===== config.mk =====
export PLATFORM = sky130hd
export DESIGN_NAME = leve1_scoreboard_flat
export DESIGN_NICKNAME = d
export VERILOG_FILES = /design/src/rtl/leve1_pkg.sv /design/src/rtl/leve1_scoreboard_if.sv /design/src/rtl/leve1_sb_hazard.sv /design/src/rtl/leve1_scoreboard.sv /design/src/flat_wrapper.sv
export SDC_FILE = /design/constraint.sdc
export NUM_CORES = 1
export LEC_CHECK = 0
export ABC_AREA = 1
export CAP_MARGIN = 20
export CORE_MARGIN = 4
export CORE_UTILIZATION = 25
export DETAILED_ROUTE_END_ITERATION = 6
export PLACE_DENSITY = 0.57
export SYNTH_ARGS = -nofsm -noshare
export SYNTH_HDL_FRONTEND = slang
export SYNTH_SLANG_ARGS = --single-unit

===== constraint.sdc =====
create_clock -name clk -period 2.6 [get_ports clk]
set_clock_uncertainty 0.15 [all_clocks]
set_input_delay 0.52 -clock clk [delete_from_list [all_inputs] [get_ports clk]]
set_output_delay 0.52 -clock clk [all_outputs]
set_load 0.02 [all_outputs]

===== src/rtl/leve1_pkg.sv =====
// Shared types and constants for the LEVE1 issue scoreboard.
// Imported by the interface, the hazard unit and the scoreboard top.
package leve1_pkg;

    localparam int NUM_REG         = 32;
    localparam int MAX_OUTSTANDING = 4;
    localparam int CNT_W           = 3;

    localparam logic [6:0] OPC_SYSTEM = 7'b1110011;

    typedef logic [4:0] reg_idx_t;

    typedef enum logic [1:0] {
        RUN      = 2'd0,
        DRAIN    = 2'd1,
        CSR_HOLD = 2'd2
    } sb_state_e;

endpackage


===== src/rtl/leve1_scoreboard_if.sv =====
// Decode-issue / writeback / debug bundle between the pipeline and the scoreboard.
// Handshake: an instruction issues in a cycle where issue_valid && issue_ready; issue_ready may depend combinationally on every issue_* and wb_* input of the same cycle.
interface leve1_scoreboard_if #(
    parameter int NUM_REG = 32,
    parameter int CNT_W   = 3
);
    import leve1_pkg::*;

    logic               issue_valid;
    logic               issue_ready;
    reg_idx_t           issue_rs1;
    logic               issue_rs1_use;
    reg_idx_t           issue_rs2;
    logic               issue_rs2_use;
    reg_idx_t           issue_rd;
    logic               issue_rd_we;
    logic               issue_long;
    logic               issue_csr;
    logic               wb_valid;
    reg_idx_t           wb_rd;
    logic               wb_we;
    logic               wb_long;
    logic               wb_csr;
    logic               flush;
    logic [NUM_REG-1:0] busy_vec;
    logic [CNT_W-1:0]   outstanding;
    sb_state_e          state;

    modport master (
        output issue_valid, issue_rs1, issue_rs1_use, issue_rs2, issue_rs2_use,
               issue_rd, issue_rd_we, issue_long, issue_csr,
               wb_valid, wb_rd, wb_we, wb_long, wb_csr, flush,
        input  issue_ready, busy_vec, outstanding, state
    );

    modport slave (
        input  issue_valid, issue_rs1, issue_rs1_use, issue_rs2, issue_rs2_use,
               issue_rd, issue_rd_we, issue_long, issue_csr,
               wb_valid, wb_rd, wb_we, wb_long, wb_csr, flush,
        output issue_ready, busy_vec, outstanding, state
    );

endinterface


===== src/rtl/leve1_sb_hazard.sv =====
// Combinational RAW / WAW / structural hazard detection.
// Inputs are the busy bits and count after same-cycle writeback release.
module leve1_sb_hazard
    import leve1_pkg::*;
#(
    parameter int NUM_REG         = 32,
    parameter int CNT_W           = 3,
    parameter int MAX_OUTSTANDING = 4
) (
    input  logic [NUM_REG-1:0] busy_eff,
    input  logic [CNT_W-1:0]   cnt_eff,
    input  reg_idx_t           rs1,
    input  logic               rs1_use,
    input  reg_idx_t           rs2,
    input  logic               rs2_use,
    input  reg_idx_t           rd,
    input  logic               rd_we,
    input  logic               long_op,
    output logic               raw,
    output logic               waw,
    output logic               full
);

    assign raw  = (rs1_use && (rs1 != '0) && busy_eff[rs1]) ||
                  (rs2_use && (rs2 != '0) && busy_eff[rs2]);
    assign waw  = rd_we && (rd != '0) && busy_eff[rd];
    assign full = long_op && (cnt_eff == CNT_W'(MAX_OUTSTANDING));

endmodule


===== src/rtl/leve1_scoreboard.sv =====
// Issue controller between decode and execute: busy-bit tracking of long ops,
// hazard stalls, and CSR serialisation (drain, issue, hold until CSR retires).
module leve1_scoreboard
    import leve1_pkg::*;
#(
    parameter int NUM_REG         = 32,
    parameter int MAX_OUTSTANDING = 4,
    parameter int CNT_W           = 3
) (
    input  logic                clk,
    input  logic                rst,
    leve1_scoreboard_if.slave   sb
);

    sb_state_e          state_q, state_d;
    logic [NUM_REG-1:0] busy_q, clr, set, busy_eff;
    logic [CNT_W-1:0]   cnt_q, cnt_eff;
    logic               wb_long_ret, dec, inc, fire, ready;
    logic               raw, waw, full;

    // A long writeback on an empty counter is an error; saturate rather than wrap.
    assign wb_long_ret = sb.wb_valid && sb.wb_long;
    assign dec         = wb_long_ret && (cnt_q != '0);
    assign cnt_eff     = cnt_q - CNT_W'(dec);
    assign clr         = (wb_long_ret && sb.wb_we && (sb.wb_rd != '0)) ?
                         (NUM_REG'(1) << sb.wb_rd) : '0;
    assign busy_eff    = busy_q & ~clr;

    assign fire = sb.issue_valid && ready;
    assign inc  = fire && sb.issue_long;
    assign set  = (inc && sb.issue_rd_we && (sb.issue_rd != '0)) ?
                  (NUM_REG'(1) << sb.issue_rd) : '0;

    leve1_sb_hazard #(
        .NUM_REG         (NUM_REG),
        .CNT_W           (CNT_W),
        .MAX_OUTSTANDING (MAX_OUTSTANDING)
    ) u_hazard (
        .busy_eff (busy_eff),
        .cnt_eff  (cnt_eff),
        .rs1      (sb.issue_rs1),
        .rs1_use  (sb.issue_rs1_use),
        .rs2      (sb.issue_rs2),
        .rs2_use  (sb.issue_rs2_use),
        .rd       (sb.issue_rd),
        .rd_we    (sb.issue_rd_we),
        .long_op  (sb.issue_long),
        .raw      (raw),
        .waw      (waw),
        .full     (full)
    );

    always_comb begin
        state_d = state_q;
        ready   = 1'b0;
        case (state_q)
            RUN: begin
                ready = !raw && !waw && !full && !(sb.issue_csr && (cnt_eff != '0));
                if (sb.issue_valid && sb.issue_csr && (cnt_eff != '0)) begin
                    state_d = DRAIN;
                end else if (sb.issue_valid && ready && sb.issue_csr) begin
                    state_d = CSR_HOLD;
                end
            end
            DRAIN: begin
                ready = sb.issue_csr && (cnt_eff == '0) && !raw && !waw;
                if (sb.issue_valid && ready) begin
                    state_d = CSR_HOLD;
                end
            end
            CSR_HOLD: begin
                if (sb.wb_valid && sb.wb_csr) begin
                    state_d = RUN;
                end
            end
            default: state_d = RUN;
        endcase
        if (sb.flush) begin
            ready   = 1'b0;
            state_d = RUN;
        end
    end

    // Clear is applied before set so a same-cycle reissue of rd keeps it busy.
    always_ff @(posedge clk) begin
        if (rst || sb.flush) begin
            state_q <= RUN;
            busy_q  <= '0;
            cnt_q   <= '0;
        end else begin
            state_q <= state_d;
            busy_q  <= busy_eff | set;
            cnt_q   <= cnt_eff + CNT_W'(inc);
        end
    end

    assign sb.issue_ready = ready;
    assign sb.busy_vec    = busy_q;
    assign sb.outstanding = cnt_q;
    assign sb.state       = state_q;

    a_no_underflow: assert property (@(posedge clk) disable iff (rst)
        !(wb_long_ret && (cnt_q == '0)));
    a_clear_busy: assert property (@(posedge clk) disable iff (rst)
        !(wb_long_ret && sb.wb_we && (sb.wb_rd != '0) && !busy_q[sb.wb_rd]));
    a_csr_wb_in_hold: assert property (@(posedge clk) disable iff (rst)
        !(sb.wb_valid && sb.wb_csr && (state_q != CSR_HOLD)));

endmodule


===== src/flat_wrapper.sv =====
// flat-port wrapper written by rule: the top's interface ports become plain ports
module leve1_scoreboard_flat import leve1_pkg::*;
#(
    parameter int NUM_REG         = 32,
    parameter int MAX_OUTSTANDING = 4,
    parameter int CNT_W           = 3
)
  (clk, rst, sb_issue_valid, sb_issue_rs1, sb_issue_rs1_use, sb_issue_rs2, sb_issue_rs2_use, sb_issue_rd, sb_issue_rd_we, sb_issue_long, sb_issue_csr, sb_wb_valid, sb_wb_rd, sb_wb_we, sb_wb_long, sb_wb_csr, sb_flush, sb_issue_ready, sb_busy_vec, sb_outstanding, sb_state);
  leve1_scoreboard_if #(.NUM_REG(NUM_REG), .CNT_W(CNT_W)) sb_i ();
  input  logic clk;
  input  logic rst;
  input wire logic [$bits(sb_i.issue_valid)-1:0] sb_issue_valid;
  input wire logic [$bits(sb_i.issue_rs1)-1:0] sb_issue_rs1;
  input wire logic [$bits(sb_i.issue_rs1_use)-1:0] sb_issue_rs1_use;
  input wire logic [$bits(sb_i.issue_rs2)-1:0] sb_issue_rs2;
  input wire logic [$bits(sb_i.issue_rs2_use)-1:0] sb_issue_rs2_use;
  input wire logic [$bits(sb_i.issue_rd)-1:0] sb_issue_rd;
  input wire logic [$bits(sb_i.issue_rd_we)-1:0] sb_issue_rd_we;
  input wire logic [$bits(sb_i.issue_long)-1:0] sb_issue_long;
  input wire logic [$bits(sb_i.issue_csr)-1:0] sb_issue_csr;
  input wire logic [$bits(sb_i.wb_valid)-1:0] sb_wb_valid;
  input wire logic [$bits(sb_i.wb_rd)-1:0] sb_wb_rd;
  input wire logic [$bits(sb_i.wb_we)-1:0] sb_wb_we;
  input wire logic [$bits(sb_i.wb_long)-1:0] sb_wb_long;
  input wire logic [$bits(sb_i.wb_csr)-1:0] sb_wb_csr;
  input wire logic [$bits(sb_i.flush)-1:0] sb_flush;
  output wire logic [$bits(sb_i.issue_ready)-1:0] sb_issue_ready;
  output wire logic [$bits(sb_i.busy_vec)-1:0] sb_busy_vec;
  output wire logic [$bits(sb_i.outstanding)-1:0] sb_outstanding;
  output wire logic [$bits(sb_i.state)-1:0] sb_state;
  assign sb_i.issue_valid = sb_issue_valid;
  assign sb_i.issue_rs1 = sb_issue_rs1;
  assign sb_i.issue_rs1_use = sb_issue_rs1_use;
  assign sb_i.issue_rs2 = sb_issue_rs2;
  assign sb_i.issue_rs2_use = sb_issue_rs2_use;
  assign sb_i.issue_rd = sb_issue_rd;
  assign sb_i.issue_rd_we = sb_issue_rd_we;
  assign sb_i.issue_long = sb_issue_long;
  assign sb_i.issue_csr = sb_issue_csr;
  assign sb_i.wb_valid = sb_wb_valid;
  assign sb_i.wb_rd = sb_wb_rd;
  assign sb_i.wb_we = sb_wb_we;
  assign sb_i.wb_long = sb_wb_long;
  assign sb_i.wb_csr = sb_wb_csr;
  assign sb_i.flush = sb_flush;
  assign sb_issue_ready = sb_i.issue_ready;
  assign sb_busy_vec = sb_i.busy_vec;
  assign sb_outstanding = sb_i.outstanding;
  assign sb_state = sb_i.state;
  leve1_scoreboard #(.NUM_REG(NUM_REG), .MAX_OUTSTANDING(MAX_OUTSTANDING), .CNT_W(CNT_W)) u_core (.clk(clk), .rst(rst), .sb(sb_i));
endmodule

==> flow_metrics.env, run 1 <==
export IMPL_worstPathMaxFanout=7
export IMPL_detail_route_iter0_violations=399
export IMPL_cts_max_level=2
export IMPL_minimum_setup_slack_among_reg_to_reg_paths_ns=-0.07
export IMPL_critPathSlowestCell="sky130_fd_sc_hd__nand4_1"
export IMPL_grt_max_degree=38
export IMPL_core_area_sq_mm=0.0128
export IMPL_critPathLaunch="sb_wb_rd[1]"
export IMPL_number_of_enable_type_register_cells_in_the_synthesized_netlist=0
export IMPL_setup_viol_count_final=35
export IMPL_pin_count=71
export IMPL_avgSynthCellArea_sq_um=5.47
export IMPL_final_period_minus_worst_setup_slack_ns=3.15
export IMPL_global_route_wire_length_before_repair_um=23200
export IMPL_warnings_from_yosys=0
export IMPL_initial_core_util=0.260
export IMPL_finalWirelength_um=15600
export IMPL_post_dp_hpwl_um=11700
export IMPL_min_delay_path_depth=3
export IMPL_path_class="input pin to output port"
export IMPL_cp_start_kind="input pin"
export IMPL_area_added_between_synthesis_and_finish_pct=78.9
export IMPL_grt_overflow_total=0
export IMPL_antenna_violating_nets_post_route=0
export IMPL_static_leakage_power_nw=2.62
export IMPL_holdCritPathClass="flop to flop"
export IMPL_timing_hold_ws_ns=0.405
export IMPL_drv_max_cap_violation_count=0
export IMPL_power_per_cell_area_mw_per_mm2=292
export IMPL_main_synth_ff_type="sky130_fd_sc_hd__dfxtp_1"
export IMPL_fp_dieH_um=123
export IMPL_max_slew_violation_count=0
export IMPL_slowest_delay_ns=0.25
export IMPL_worst_slack_ns=-0.554
export IMPL_post_synth_most_frequent_cells="133 x sky130_fd_sc_hd__nor2_1, 130 x sky130_fd_sc_hd__nand2_1, 113 x sky130_fd_sc_hd__nand3_1"
export IMPL_syn_cell_area_sq_mm=0.00333
export IMPL_cts_buffers=5
export IMPL_post_syn_nets=645
export IMPL_clock_latency_ns=0.28
export IMPL_worstPathRequired_ns=1.93
export IMPL_vdd_drop_max_uv=227
export IMPL_finalWeightedCongestion=1.03
export IMPL_per_cell_routed_wire_length_um=16.1
export IMPL_antenna_found_initial=0
export IMPL_worst_path_stages=18
export IMPL_yosysUniqueCellTypes=34
export IMPL_kind_of_end_point_of_the_critical_path="output port"
export IMPL_fp_row_count=41
export IMPL_dp_cells=942
export IMPL_synthArstFlopShare=0
export IMPL_insertedDiodeCount=0
export IMPL_post_route_period_util=1.21
export IMPL_netlist_instances=608
export IMPL_cp_buffers_inverters=5
export IMPL_fp_dieArea_sq_mm=0.0152
export IMPL_route_detailed_vias_per_inst=4.94
export IMPL_regToRegStartpoint="u_core.sb.outstanding[1]$_SDFF_PP0_"
export IMPL_critical_path_top_delay_family="simple AND/OR/NAND/NOR gates"
export IMPL_path_cells="buf_8 > buf_6 > nor2_4 > nand2_4 > nand4_1 > buf_4 > nand2_2 > a21oi_2 > nand4_1 > nand2_1 > nand3_1 > nand2_1 > nand3_2 > nand4_1 > nand2_2 > nand2_2 > inv_2 > buf_6"
export IMPL_cts_max_path_buffers=2
export IMPL_floorplan_die_width_um=123
export IMPL_crit_reg2reg_capture="u_core.sb.outstanding[2]$_SDFF_PP0_"
export IMPL_reg2reg_depth=17
export IMPL_drt_first_pass_iters=5
export IMPL_status="finished, violations left"
export IMPL_ys_seq_elements=37
export IMPL_tritoncts="built"
export IMPL_port_buffer_count=70
export IMPL_max_slew_margin=0.506
export IMPL_synthDominantCellAreaShare=0.223
export IMPL_clock_pin_slew_worst_setup_and_hold_paths_ns=0.06
export IMPL_root_buffer="sky130_fd_sc_hd__clkbuf_16"
export IMPL_crit_end="sb_issue_ready"
export IMPL_synth_top_cells_by_area="sky130_fd_sc_hd__dfxtp_1 22%, sky130_fd_sc_hd__nand3_1 17%, sky130_fd_sc_hd__nor2_1 15%, sky130_fd_sc_hd__nand2_1 15%, sky130_fd_sc_hd__nand4_1 7.7%"
export IMPL_setup_repair_after_global_routing_missed_its_margin="true"
export IMPL_final_cell_count_no_fill=971
export IMPL_grtUsageTotal=0.195
export IMPL_arrival_ns=2.48
export IMPL_number_of_endpoints_with_negative_hold_slack_in_the_final_report=0
export IMPL_tightestPinTransition_ns=0.741
export IMPL_seq_area_frac_synth=0.223
export IMPL_synth_top_area_cell="sky130_fd_sc_hd__dfxtp_1"
export IMPL_first_global_vias=4489
export IMPL_numClockSinks=37
export IMPL_violations="negative setup slack"
export IMPL_most_frequently_used_cell_type_in_the_post_synthesis_netlist="sky130_fd_sc_hd__nor2_1"
export IMPL_drive_above_1_share=0.332
export IMPL_post_route_drc_count=0
export IMPL_num_vias=4801
export IMPL_max_freq_ghz=0.317
export IMPL_final_nets=835
sequential cells by signal, summed over array words and instances, names as in the netlist:
| signal | cells |
|---|---|
| u_core.sb.state | 2 |
| u_core.sb.outstanding | 3 |
| u_core.sb.busy_vec | 32 |
cells in the final DEF, fill, tap and decap left out, types with 2 or more instances in the layout:
cell type / n
sky130_fd_sc_hd__ha_1: 2
sky130_fd_sc_hd__dfxtp_1: 37
sky130_fd_sc_hd__a21oi_1: 13
sky130_fd_sc_hd__buf_12: 5
sky130_fd_sc_hd__nand2_2: 14
sky130_fd_sc_hd__o21ai_0: 7
sky130_fd_sc_hd__nand2_1: 113
sky130_fd_sc_hd__nand4_1: 41
sky130_fd_sc_hd__clkdlybuf4s50_1: 58
sky130_fd_sc_hd__dlygate4sd2_1: 2
sky130_fd_sc_hd__o2111ai_1: 3
sky130_fd_sc_hd__buf_4: 125
sky130_fd_sc_hd__buf_6: 15
sky130_fd_sc_hd__nor3_1: 2
sky130_fd_sc_hd__nor2_1: 79
sky130_fd_sc_hd__nand3_2: 6
sky130_fd_sc_hd__nand3_1: 107
sky130_fd_sc_hd__inv_2: 8
sky130_fd_sc_hd__clkbuf_16: 7
sky130_fd_sc_hd__nor2_4: 34
sky130_fd_sc_hd__a21boi_1: 2
sky130_fd_sc_hd__a21oi_2: 3
sky130_fd_sc_hd__inv_1: 58
sky130_fd_sc_hd__ha_4: 2
sky130_fd_sc_hd__buf_2: 2
sky130_fd_sc_hd__nand2_4: 4
sky130_fd_sc_hd__clkinv_4: 5
sky130_fd_sc_hd__nor2_2: 24
power by group:
| group | switching [W] | leakage (nW) | internal (W) |
|---|---|---|---|
| Sequential | 0.00000138 | 0.298 | 0.000568 |
| Clock | 0.000248 | 0.0800 | 0.000454 |
| Combinational | 0.000266 | 2.24 | 0.000202 |
| Total | 0.000515 | 2.62 | 0.00122 |
final cells by class:
| type | count | area (sq um) |
|---|---|---|
| fillers | 1318 | 6870 |
| multi-input cells | 469 | 2630 |
| repair buffers | 211 | 1890 |
| flip-flops and latches | 37 | 741 |
| inverters | 73 | 302 |
| well taps | 172 | 215 |
| clock buffers | 5 | 125 |
| clock inverters | 3 | 46.3 |
| repair inverters | 1 | 5.00 |
stage by stage:
stage	setup slack (ns)	cell area (sq um)	setup TNS, ns	power [W]	utilization
CTS	-0.528	5520	-6.42	0.00169	0.430
global route	-0.701	5960	-16.12	0.00181	0.464
finish	-0.554	5960	-10.46	0.00174	0.464
floorplan	-0.0370	3350	-0.0766	0.000772	-
global placement	-1.55	5060	-37.61	0.000962	0.394
detailed placement	-1.52	5060	-36.27	0.000961	0.394
worst min path at each step:
stage | slack, ns | start | endpoint
global route | 0.45 | u_core.sb.busy_vec[0]$_SDFF_PP0_ | u_core.sb.busy_vec[0]$_SDFF_PP0_
CTS | 0.41 | u_core.sb.busy_vec[0]$_SDFF_PP0_ | u_core.sb.busy_vec[0]$_SDFF_PP0_
global placement | 0.39 | u_core.sb.busy_vec[0]$_SDFF_PP0_ | u_core.sb.busy_vec[0]$_SDFF_PP0_
floorplan | 0.41 | u_core.sb.busy_vec[0]$_SDFF_PP0_ | u_core.sb.busy_vec[0]$_SDFF_PP0_
finish | 0.41 | u_core.sb.busy_vec[0]$_SDFF_PP0_ | u_core.sb.busy_vec[0]$_SDFF_PP0_
detailed placement | 0.40 | u_core.sb.busy_vec[0]$_SDFF_PP0_ | u_core.sb.busy_vec[0]$_SDFF_PP0_
cells by family after synthesis:
family,Yosys count,synth area share
AND/OR/NAND/NOR,431,0.578
buffers and inverters,102,0.121
AO/OA/AOI/OAI,33,0.0602
flip-flops,37,0.223
adder cells (fa/ha/maj),4,0.0150
XOR/XNOR,1,0.00263
metal layers:
layer | vias to the layer above | GRT usage | wire length, um
li1 | 2362 | - | -
met1 | 2204 | 0.265 | 6790
met2 | 192 | 0.310 | 7330
met3 | 43 | 0.0215 | 832
met4 | 0 | 0.0907 | 666
met5 | - | 0 | 0
worst register-to-register path, delay by kind of cell (launching register included):
family | cells | cell delay, ns
compound gates | 1 | 0.07
simple gates | 10 | 1.07
flops | 1 | 0.32
buf+inv | 2 | 0.19
fa+ha+maj | 4 | 0.74
timing repair:
| action | 4_1_cts | 5_1_grt |
|---|---|---|
| cloned | 1 | 3 |
| resized for setup | 94 | 109 |
| endpoints found under the setup margin | 37 | 37 |
| pin swaps | 34 | 51 |
| setup buffers | 16 | 3 |
| hold buffers | 0 | 0 |
(Power assumes the default switching activity.)
==> run 2, diff against run 1 <==
--- a/config.mk
+++ b/config.mk
@@ -11,6 +11,7 @@
 export CORE_UTILIZATION = 25
 export DETAILED_ROUTE_END_ITERATION = 6
 export PLACE_DENSITY = 0.57
+export SETUP_SLACK_MARGIN = 0.02
 export SYNTH_ARGS = -nofsm -noshare
 export SYNTH_HDL_FRONTEND = slang
 export SYNTH_SLANG_ARGS = --single-unit
==> results of run 2 <==
No change in the layout: final DEF, timing and power equal those of run 1.
==> run 3, diff against run 2 <==
--- a/config.mk
+++ b/config.mk
@@ -9,6 +9,7 @@
 export CAP_MARGIN = 20
 export CORE_MARGIN = 4
 export CORE_UTILIZATION = 25
+export CTS_CLUSTER_DIAMETER = 30
 export DETAILED_ROUTE_END_ITERATION = 6
 export PLACE_DENSITY = 0.57
 export SETUP_SLACK_MARGIN = 0.02
==> results of run 3 <==
No change in the layout: final DEF, timing and power equal those of run 1.
